`config.mk`:
```
export PLATFORM = sky130hd
export DESIGN_NAME = fetch_stage_flat
export DESIGN_NICKNAME = d
export VERILOG_FILES = /design/src/rtl/fetch_stage_pkg.sv /design/src/rtl/fetch_stage_if.sv /design/src/rtl/fetch_stage.sv /design/src/flat_wrapper.sv
export SDC_FILE = /design/constraint.sdc
export NUM_CORES = 1
export LEC_CHECK = 0
export CAP_MARGIN = 20
export CELL_PAD_IN_SITES_DETAIL_PLACEMENT = 2
export CELL_PAD_IN_SITES_GLOBAL_PLACEMENT = 2
export CORE_MARGIN = 1
export CORE_UTILIZATION = 39
export CTS_BUF_LIST = sky130_fd_sc_hd__clkbuf_2
export DETAILED_ROUTE_END_ITERATION = 7
export DONT_BUFFER_PORTS = 1
export PLACE_DENSITY = 0.86
export SYNTH_ARGS = -nofsm -noshare
export SYNTH_HDL_FRONTEND = slang
export SYNTH_SLANG_ARGS = --single-unit
```
`constraint.sdc`:
```
create_clock -name I_CLOCK -period 4.1 [get_ports I_CLOCK]
set_clock_uncertainty 0.05 [all_clocks]
set_input_delay 0.615 -clock I_CLOCK [delete_from_list [all_inputs] [get_ports I_CLOCK]]
set_output_delay 0.615 -clock I_CLOCK [all_outputs]
set_load 0.005 [all_outputs]
```
`src/rtl/fetch_stage_pkg.sv`:
```
// Shared types and constants for the fetch stage: widths, FSM encoding and PC helpers.
package fetch_stage_pkg;

    localparam int unsigned PC_WIDTH        = 16;
    localparam int unsigned IR_WIDTH        = 32;
    localparam int unsigned IMEM_ADDR_WIDTH = 10;
    localparam int unsigned INSN_BYTES      = 4;
    localparam logic [IR_WIDTH-1:0] NOP_IR_DEFAULT = 32'h0;

    typedef enum logic {
        StRun    = 1'b0,
        StBrWait = 1'b1
    } fetch_state_e;

    // Branch targets are forced onto an instruction boundary.
    function automatic logic [PC_WIDTH-1:0] align_pc(input logic [PC_WIDTH-1:0] pc);
        return {pc[PC_WIDTH-1:2], 2'b00};
    endfunction

endpackage

```
`src/rtl/fetch_stage_if.sv`:
```
// Fetch-stage bundle: decode-side control/results plus the instruction-memory read port.
interface fetch_stage_if;
    import fetch_stage_pkg::*;

    logic                       I_LOCK;
    logic                       I_DepStallSignal;
    logic                       I_BranchStallSignal;
    logic                       I_BranchPCValid;
    logic [PC_WIDTH-1:0]        I_BranchPC;
    logic [IR_WIDTH-1:0]        I_IMemData;
    logic [IMEM_ADDR_WIDTH-1:0] O_IMemAddr;
    logic                       O_LOCK;
    logic [PC_WIDTH-1:0]        O_PC;
    logic [IR_WIDTH-1:0]        O_IR;
    logic                       O_FetchStall;
    logic [31:0]                O_StallCount;

    // Environment side: drives control, branch results and memory data.
    modport master (
        output I_LOCK, I_DepStallSignal, I_BranchStallSignal, I_BranchPCValid, I_BranchPC,
        output I_IMemData,
        input  O_IMemAddr, O_LOCK, O_PC, O_IR, O_FetchStall, O_StallCount
    );

    // Fetch stage side.
    modport slave (
        input  I_LOCK, I_DepStallSignal, I_BranchStallSignal, I_BranchPCValid, I_BranchPC,
        input  I_IMemData,
        output O_IMemAddr, O_LOCK, O_PC, O_IR, O_FetchStall, O_StallCount
    );

endinterface

```
`src/rtl/fetch_stage.sv`:
```
// Front-end fetch stage: owns the PC, reads instruction memory, honours decode stalls and
// branch redirects, and counts bubble cycles.
module fetch_stage
    import fetch_stage_pkg::*;
#(
    parameter logic [PC_WIDTH-1:0] RESET_PC = '0,
    parameter logic [IR_WIDTH-1:0] NOP_IR   = NOP_IR_DEFAULT
) (
    input  logic              I_CLOCK,
    input  logic              I_RESET,
    fetch_stage_if.slave      bus
);

    localparam logic [PC_WIDTH-1:0] PcStep = PC_WIDTH'(INSN_BYTES);

    fetch_state_e          state_q, state_d;
    logic [PC_WIDTH-1:0]   pc_q, pc_d;
    logic                  lock_q, lock_d;
    logic [PC_WIDTH-1:0]   out_pc_q, out_pc_d;
    logic [IR_WIDTH-1:0]   ir_q, ir_d;
    logic                  fetch_stall_q, fetch_stall_d;
    logic [31:0]           stall_cnt_q, stall_cnt_d;

    always_comb begin
        state_d       = state_q;
        pc_d          = pc_q;
        lock_d        = 1'b0;
        out_pc_d      = out_pc_q;
        ir_d          = ir_q;
        fetch_stall_d = fetch_stall_q;
        stall_cnt_d   = stall_cnt_q;

        if (bus.I_LOCK) begin
            lock_d = 1'b1;
            // Counts the bubble currently being presented, saturating at all-ones.
            if (fetch_stall_q && (stall_cnt_q != 32'hFFFF_FFFF)) begin
                stall_cnt_d = stall_cnt_q + 32'd1;
            end

            unique case (state_q)
                StRun: begin
                    if (bus.I_DepStallSignal) begin
                        // Decode is busy: re-present the same instruction.
                    end else if (bus.I_BranchStallSignal) begin
                        ir_d          = NOP_IR;
                        fetch_stall_d = 1'b1;
                        state_d       = StBrWait;
                    end else begin
                        ir_d          = bus.I_IMemData;
                        out_pc_d      = pc_q + PcStep;
                        fetch_stall_d = 1'b0;
                        pc_d          = pc_q + PcStep;
                    end
                end
                StBrWait: begin
                    ir_d          = NOP_IR;
                    fetch_stall_d = 1'b1;
                    if (bus.I_BranchPCValid) begin
                        pc_d    = align_pc(bus.I_BranchPC);
                        state_d = StRun;
                    end
                end
                default: state_d = StRun;
            endcase
        end
    end

    always_ff @(posedge I_CLOCK) begin
        if (I_RESET) begin
            state_q       <= StRun;
            pc_q          <= RESET_PC;
            lock_q        <= 1'b0;
            out_pc_q      <= '0;
            ir_q          <= NOP_IR;
            fetch_stall_q <= 1'b1;
            stall_cnt_q   <= '0;
        end else begin
            state_q       <= state_d;
            pc_q          <= pc_d;
            lock_q        <= lock_d;
            out_pc_q      <= out_pc_d;
            ir_q          <= ir_d;
            fetch_stall_q <= fetch_stall_d;
            stall_cnt_q   <= stall_cnt_d;
        end
    end

    assign bus.O_IMemAddr   = pc_q[IMEM_ADDR_WIDTH+1:2];
    assign bus.O_LOCK       = lock_q;
    assign bus.O_PC         = out_pc_q;
    assign bus.O_IR         = ir_q;
    assign bus.O_FetchStall = fetch_stall_q;
    assign bus.O_StallCount = stall_cnt_q;

    // PC bits outside the word address do not reach the memory port.
    logic unused_pc;
    assign unused_pc = ^{pc_q[PC_WIDTH-1:IMEM_ADDR_WIDTH+2], pc_q[1:0]};

endmodule

```
`src/flat_wrapper.sv`:
```
// flat-port wrapper written by rule: the top's interface ports become plain ports
module fetch_stage_flat import fetch_stage_pkg::*;
#(
    parameter logic [PC_WIDTH-1:0] RESET_PC = '0,
    parameter logic [IR_WIDTH-1:0] NOP_IR   = NOP_IR_DEFAULT
)
  (I_CLOCK, I_RESET, bus_I_LOCK, bus_I_DepStallSignal, bus_I_BranchStallSignal, bus_I_BranchPCValid, bus_I_BranchPC, bus_I_IMemData, bus_O_IMemAddr, bus_O_LOCK, bus_O_PC, bus_O_IR, bus_O_FetchStall, bus_O_StallCount);
  fetch_stage_if bus_i ();
  input  logic I_CLOCK;
  input  logic I_RESET;
  input wire logic [$bits(bus_i.I_LOCK)-1:0] bus_I_LOCK;
  input wire logic [$bits(bus_i.I_DepStallSignal)-1:0] bus_I_DepStallSignal;
  input wire logic [$bits(bus_i.I_BranchStallSignal)-1:0] bus_I_BranchStallSignal;
  input wire logic [$bits(bus_i.I_BranchPCValid)-1:0] bus_I_BranchPCValid;
  input wire logic [$bits(bus_i.I_BranchPC)-1:0] bus_I_BranchPC;
  input wire logic [$bits(bus_i.I_IMemData)-1:0] bus_I_IMemData;
  output wire logic [$bits(bus_i.O_IMemAddr)-1:0] bus_O_IMemAddr;
  output wire logic [$bits(bus_i.O_LOCK)-1:0] bus_O_LOCK;
  output wire logic [$bits(bus_i.O_PC)-1:0] bus_O_PC;
  output wire logic [$bits(bus_i.O_IR)-1:0] bus_O_IR;
  output wire logic [$bits(bus_i.O_FetchStall)-1:0] bus_O_FetchStall;
  output wire logic [$bits(bus_i.O_StallCount)-1:0] bus_O_StallCount;
  assign bus_i.I_LOCK = bus_I_LOCK;
  assign bus_i.I_DepStallSignal = bus_I_DepStallSignal;
  assign bus_i.I_BranchStallSignal = bus_I_BranchStallSignal;
  assign bus_i.I_BranchPCValid = bus_I_BranchPCValid;
  assign bus_i.I_BranchPC = bus_I_BranchPC;
  assign bus_i.I_IMemData = bus_I_IMemData;
  assign bus_O_IMemAddr = bus_i.O_IMemAddr;
  assign bus_O_LOCK = bus_i.O_LOCK;
  assign bus_O_PC = bus_i.O_PC;
  assign bus_O_IR = bus_i.O_IR;
  assign bus_O_FetchStall = bus_i.O_FetchStall;
  assign bus_O_StallCount = bus_i.O_StallCount;
  fetch_stage #(.RESET_PC(RESET_PC), .NOP_IR(NOP_IR)) u_core (.I_CLOCK(I_CLOCK), .I_RESET(I_RESET), .bus(bus_i));
endmodule
```
==> impl_metrics.py, run 1 <==
metrics = {
    "cells_and_area": {
        "finish.utilization_pct": 41.83,
        "antennaDiodeCount": 0,
        "syn_to_final_growth_pct": 3.822,
        "final_common_cell": "dfxtp_1",
        "drive_gt1_share_pct": 6.977,
        "mostFrequentLayoutCells": "dfxtp_1 (95), a21oi_1 (65), nand2_1 (58), nand3_1 (43), nor2_1 (42)",
        "final_nets": 567,
        "n_fill_cell": 1237,
    },
    "sta": {
        "fin_setup_tns_ns": 0,
        "maxSlewViolCount": 0,
        "finalCritPeriodShare_pct": 64.97,
        "clock.fmax_ghz": 0.3754,
        "tightestPinTransition_ns": 0.7630,
        "setup_viol": 0,
        "hold_viol_final": 0,
        "relSlewSlack_pct": 49.07,
        "min_period_ns": 2.664,
        "rsz0062_at_grt": "no",
    },
    "floorplanning": {
        "die_x_um": 108.1,
        "die-area_um2": 11680,
        "design.core.area_um2": 10890,
        "io_pins": 146,
        "rows": 38,
        "start_util_pct": 40.29,
        "dieHeight_um": 108.1,
    },
    "synth": {
        "async_reset_ff_share_pct": 0,
        "synth_compound_area_share_pct": 17.03,
        "synthAdderAreaFrac_pct": 0.5705,
        "synth_top_family_by_area": "simple AND/OR/NAND/NOR gates",
        "ys_warn_count": 0,
        "synthSimpleGateAreaFrac_pct": 28.38,
        "ys_ff_latch": 95,
        "synth-edff-count": 0,
        "syn_area_per_cell_um2": 8.124,
        "syn_inst": 540,
        "synth_seq_area_share_pct": 43.35,
        "synth_cell_type_count": 51,
        "synth_area_um2": 4387,
        "synth_xor_area_share_pct": 3.195,
        "synth_ff_type": "dfxtp_1",
        "synthMuxAreaShare_pct": 1.198,
    },
    "critical_path": {
        "critPathSlowestCell": "nor4_1",
        "r2r_setup_slack_ns": 1.44,
        "path_cells": "nand4_1 > nor4_1 > buf_4 > a211o_1 > nor2_1 > mux2_2",
        "critical_path_buf_inv_count": 1,
        "regToRegStartpoint": "u_core.bus.O_StallCount[17]",
        "reg2reg_to": "u_core.bus.O_StallCount[3]",
        "worst-path-max-fanout": 17,
        "start_kind": "flip-flop",
        "crit_family": "simple AND/OR/NAND/NOR gates",
        "cp-end-kind": "flip-flop",
        "cpPeakStageDelay_ns": 0.69,
        "worstSetupPathType": "flip-flop to flip-flop",
        "cp.required_ns": 4.56,
        "cp.depth": 6,
        "crit_end": "u_core.bus.O_StallCount[3]",
        "startpoint": "u_core.bus.O_StallCount[17]",
        "worst_ep_arrival_time_ns": 3.12,
        "rr_worst_depth": 6,
    },
    "grt": {
        "grt_remaining_overflow": 0,
        "antenna_found_initial": 0,
        "grt_max_degree": 92,
        "gr-usage-all-layers_pct": 22.90,
        "grt_pass1_wl_um": 20830,
        "first_global_vias": 4060,
    },
    "run_status": {
        "status": "finished, final reports clean",
    },
    "route": {
        "dr_wl_met3_um": 770,
        "highest_layer": "met4",
        "finalWirelength_um": 13250,
        "wl_met2_um": 6653,
        "drt-met1-wl_um": 5498,
        "dr.first_iter.drc_count": 150,
        "drc": 0,
        "viasPerCell": 5.998,
        "final_antenna_net_count": 0,
        "avgRoutedWirePerCell_um": 20.20,
        "dr.pass1.iters": 4,
        "vias": 3935,
    },
    "clock_network": {
        "cts_tree": "built",
        "path_clk_slew_ns": 0.28,
        "clockBufferDepth": 2,
        "cts.sinks": 95,
        "cts_max_level": 3,
        "clk_latency_ns": 0.61,
        "cts-root-buf": "clkbuf_2",
        "cts_made_buffers": 9,
        "ctsResizeCount": 0,
    },
    "min_path": {
        "hp-class": "primary input to flip-flop",
        "hold_depth": 2,
    },
    "placement": {
        "io_buffer_count": 0,
        "hpwl_um": 9043,
        "gp_congestion": 0.7938,
    },
    "power_and_ir_drop": {
        "powerDensity_nw_per_um2": 352.7,
        "ir_drop_v": 0.0001808,
        "leakage_uw": 0.001410,
    },
    "job": {
        "cap_violations": 0,
    },
}
-- flip-flops by register name (all words and copies together) (netlist names) --
name,count
u_core.bus.O_IR,32
u_core.state_q,1
u_core.bus.O_StallCount,32
u_core.bus.O_FetchStall,1
u_core.bus.O_LOCK,1
u_core.pc_q,14
u_core.bus.O_PC,14
-- cell type report --
type	count	area, um^2	area share (%)
Timing Repair Buffer	7	110.1	2.418
Inverter	10	37.54	0.8242
Multi-Input combinational cell	388	2220	48.74
Sequential cell	95	1902	41.76
Clock buffer	10	50.05	1.099
Clock inverter	6	60.06	1.319
Tap cell	140	175.2	3.846
-- worst min-delay path by stage --
stage	end	slack, ns	startpoint
finish	u_core.bus.O_IR[0]	0.05	bus_I_IMemData[0]
floorplan	u_core.bus.O_IR[0]	0.40	u_core.bus.O_IR[0]
CTS	u_core.bus.O_FetchStall	0.01	I_RESET
global placement	u_core.bus.O_IR[20]	0.40	u_core.bus.O_IR[20]
global route	u_core.bus.O_IR[0]	0.01	bus_I_IMemData[0]
detailed placement	u_core.bus.O_IR[25]	0.41	u_core.bus.O_IR[25]
-- synthesized netlist by cell type, drive strengths merged (2+ instances only) --
cell | number | area [um^2]
o22ai | 2 | 12.51
mux2i | 3 | 30.03
or2 | 2 | 12.51
or3 | 10 | 63.81
a22oi | 9 | 67.56
a31oi | 4 | 25.02
nand4 | 14 | 102.6
nand2b | 5 | 31.28
mux2 | 2 | 22.52
buf | 14 | 106.4
nor3 | 10 | 50.05
o31ai | 13 | 97.59
a21oi | 65 | 325.3
xor2 | 3 | 26.28
nor2 | 43 | 161.4
clkbuf | 34 | 127.6
or4 | 14 | 108.9
nand3 | 43 | 215.2
and2 | 7 | 45.05
a21o | 2 | 15.01
and3 | 4 | 31.28
nor4b | 2 | 17.52
xnor2 | 13 | 113.9
nor4 | 12 | 75.07
and4 | 5 | 50.05
nand2 | 58 | 217.7
o21ai | 10 | 50.05
inv | 10 | 37.54
a211oi | 9 | 67.56
ha | 2 | 25.02
dfxtp | 95 | 1902
nor2b | 4 | 25.02
nor3b | 3 | 22.52
nand3b | 2 | 15.01
o21bai | 6 | 45.04
-- where the power goes --
group / internal (uW) / switching (uW)
sequential: 957 / 37.7
clock: 141 / 337
combinational: 49.7 / 83.5
total: 1150 / 459
-- what timing repair did --
item,CTS,global route
hold buffers,1,0
hold endpoints to repair,91,0
setup buffers,0,0
-- through the flow --
step	cell area [um^2]	hold slack, ns	worst slack [ns]	total power, uW	cells
floorplan	4390	0.3983	1.916	1110	541
global placement	4364	0.4026	1.551	1109	637
detailed placement	4364	0.4107	1.470	1122	637
CTS	4502	0.009606	1.437	1621	654
global route	4554	0.009990	1.183	1675	656
finish	4554	0.05299	1.436	1606	656
-- per-layer routing --
layer / up-vias / global-route usage, %
met5: - / 0
met4: 0 / 10.37
met3: 23 / 6.088
met2: 103 / 39.49
met1: 1941 / 26.37
li1: 1868 / -
-- cell families (layout without fill, tap and decap cells) --
group,Yosys count,after routing
AND/OR/NAND/NOR,238,238
AO/OA/AOI/OAI,125,125
flip-flops,95,95
buffers and inverters,58,33
XOR/XNOR,16,16
multiplexers,5,5
adder cells (fa/ha/maj),2,2
other,1,2
Power figures use the tool's default switching activity.
==> run 2, diff against run 1 <==
- CORE_UTILIZATION: 39 -> 37
- PLACE_DENSITY: 0.86 -> 0.82
- clock period: 4.1 -> 2.73 ns (I/O delays scaled with it)
==> run 2 against run 1 <==
Against the previous run:
- critical path depth unchanged
- register-to-register slack worse by 1.2 ns
- global-route usage grew 1.5 points
- count of clock-buffer cells in the layout is 2 higher
- worst setup slack worse by 1.2 ns
- combinational power rose by 98%
- core utilization is 2.1 points higher
- flip-flop and latch count did not move
- wire length up 10%
- largest cell class unchanged
- clock power grew 31%
- fmax increased by 6.7%
- sequential share of layout area shrank 4.0 points
==> impl_metrics.py, run 2 (synthesized netlist as in run 1, its figures left out) <==
metrics = {
    "run_status": {
        "status": "finished, final reports clean",
    },
    "power_and_ir_drop": {
        "ir_drop_v": 0.0002119,
        "powerDensity_nw_per_um2": 472.5,
        "power_frac_clock_pct": 26.3,
        "p_sw_uw": 702.4,
        "leakage_uw": 0.001615,
        "p_total_uw": 2379,
        "p_seq_share_pct": 62.6,
        "p_comb_share_pct": 11.1,
        "switching_share_pct": 29.52,
        "power.internal_uw": 1677,
    },
    "floorplanning": {
        "rows": 39,
        "die-area_um2": 12300,
        "die_x_um": 110.9,
        "io_pins": 146,
        "start_util_pct": 38.25,
        "dieHeight_um": 110.9,
        "design.core.area_um2": 11470,
    },
    "route": {
        "vias": 4224,
        "avgRoutedWirePerCell_um": 20.43,
        "dr.pass1.iters": 4,
        "finalWirelength_um": 14610,
        "final_antenna_net_count": 0,
        "dr.first_iter.drc_count": 138,
        "viasPerCell": 5.908,
        "drc": 0,
    },
    "cells_and_area": {
        "drive_gt1_share_pct": 7.343,
        "final_cells": 715,
        "mostFrequentLayoutCells": "dfxtp_1 (95), a21oi_1 (65), nand2_1 (58), dlygate4sd3_1 (49), nand3_1 (43)",
        "final_nets": 623,
        "antennaDiodeCount": 0,
        "final_common_cell": "dfxtp_1",
        "syn_to_final_growth_pct": 14.80,
    },
    "sta": {
        "fin_setup_tns_ns": 0,
        "clock.fmax_ghz": 0.4005,
        "setup_viol": 0,
        "finalCritPeriodShare_pct": 91.45,
        "rsz0062_at_grt": "no",
        "maxSlewViolCount": 0,
        "tightestPinTransition_ns": 0.6934,
        "relSlewSlack_pct": 53.12,
        "worst_slack_ns": 0.2333,
        "min_period_ns": 2.497,
        "hold_viol_final": 0,
    },
    "grt": {
        "antenna_found_initial": 0,
        "first_global_vias": 4552,
        "grt_remaining_overflow": 0,
        "grt_pass1_wl_um": 23840,
        "gr-usage-all-layers_pct": 24.41,
        "grt_max_degree": 100,
    },
    "placement": {
        "hpwl_um": 9252,
        "pre_cts_slack_ns": 0.2804,
        "gp_congestion": 0.7646,
        "io_buffer_count": 0,
        "dp.cells": 649,
    },
    "critical_path": {
        "cp-end-kind": "flip-flop",
        "worst-path-max-fanout": 17,
        "start_kind": "flip-flop",
        "crit_family": "simple AND/OR/NAND/NOR gates",
        "critical_path_buf_inv_count": 0,
        "critPathSlowestCell": "or4_1",
        "worstSetupPathType": "flip-flop to flip-flop",
        "cp.required_ns": 3.23,
        "worst_ep_arrival_time_ns": 3.00,
        "path_cells": "ha_1 > and4_1 > and4_2 > a211o_1 > or4_1 > a21oi_1",
        "cpPeakStageDelay_ns": 0.55,
    },
    "min_path": {
        "hp-class": "primary input to flip-flop",
    },
    "clock_network": {
        "path_clk_slew_ns": 0.25,
        "cts_made_buffers": 9,
        "clk_latency_ns": 0.62,
        "cts_tree": "built",
        "cts.sinks": 95,
        "cts-root-buf": "clkbuf_2",
        "clockBufferDepth": 2,
        "post_cts_buffers": 0,
        "cts_max_level": 3,
    },
    "job": {
        "cap_violations": 0,
    },
}
[run 2: final timing paths]
| kind | from | cells past startpoint | slack (ns) | end |
|---|---|---|---|---|
| hold / removal | bus_I_BranchPC[3] | 4 | 0.06 | u_core.pc_q[3] |
| setup / recovery | u_core.bus.O_StallCount[0] | 6 | 0.23 | u_core.bus.O_StallCount[17] |
| setup reg to reg | u_core.bus.O_StallCount[0] | 6 | 0.23 | u_core.bus.O_StallCount[17] |
| hold reg to reg | u_core.bus.O_IR[26] | 2 | 0.45 | u_core.bus.O_IR[26] |
[run 2: worst min-delay path, stage by stage]
cell and delay, ns:
mux2i_1 0.05, nor2_1 0.10, a21oi_1 0.05, nor2_1 0.07
[run 2: power groups by stage]
| stage | Combinational (uW) | Sequential, uW | Clock [uW] |
|---|---|---|---|
| after floorplan | 170 | 1500 | 0 |
| after global placement | 160 | 1510 | 0 |
| after detailed placement | 172 | 1520 | 0 |
| after CTS | 260 | 1490 | 645 |
| after global routing | 294 | 1500 | 682 |
| final | 263 | 1490 | 626 |
[run 2: area by class of cell]
class                      count  area (um^2)
timing repair buffer          63        615.6
sequential                    95         1902
inverter                      10        37.54
clock inverter                 4        22.52
multi-input combinational    388         2220
clock buffer                  12        60.06
fill                        1292         6431
tap                          143        178.9
[run 2: repair_timing]
item | CTS | global route
hold endpoints to repair | 95 | 0
hold buffers | 50 | 0
resized for setup | 0 | 0
[run 2: per-layer routing]
layer / global-route usage (%) / vias to the layer above / wire length (um)
li1: - / 1985 / -
met1: 27.12 / 2098 / 5829
met2: 44.02 / 116 / 7702
met3: 6.233 / 25 / 787
met4: 10.04 / 0 / 291
met5: 0 / - / 0
[run 2: metrics by stage]
step	utilization (%)	hold WS, ns	instance area, um^2
after floorplan	-	0.3983	4390
after CTS	43.92	0.006585	5036
after global routing	43.92	0.03109	5036
after global placement	38.68	0.4022	4436
final	43.92	0.06371	5036
after detailed placement	38.68	0.4124	4436
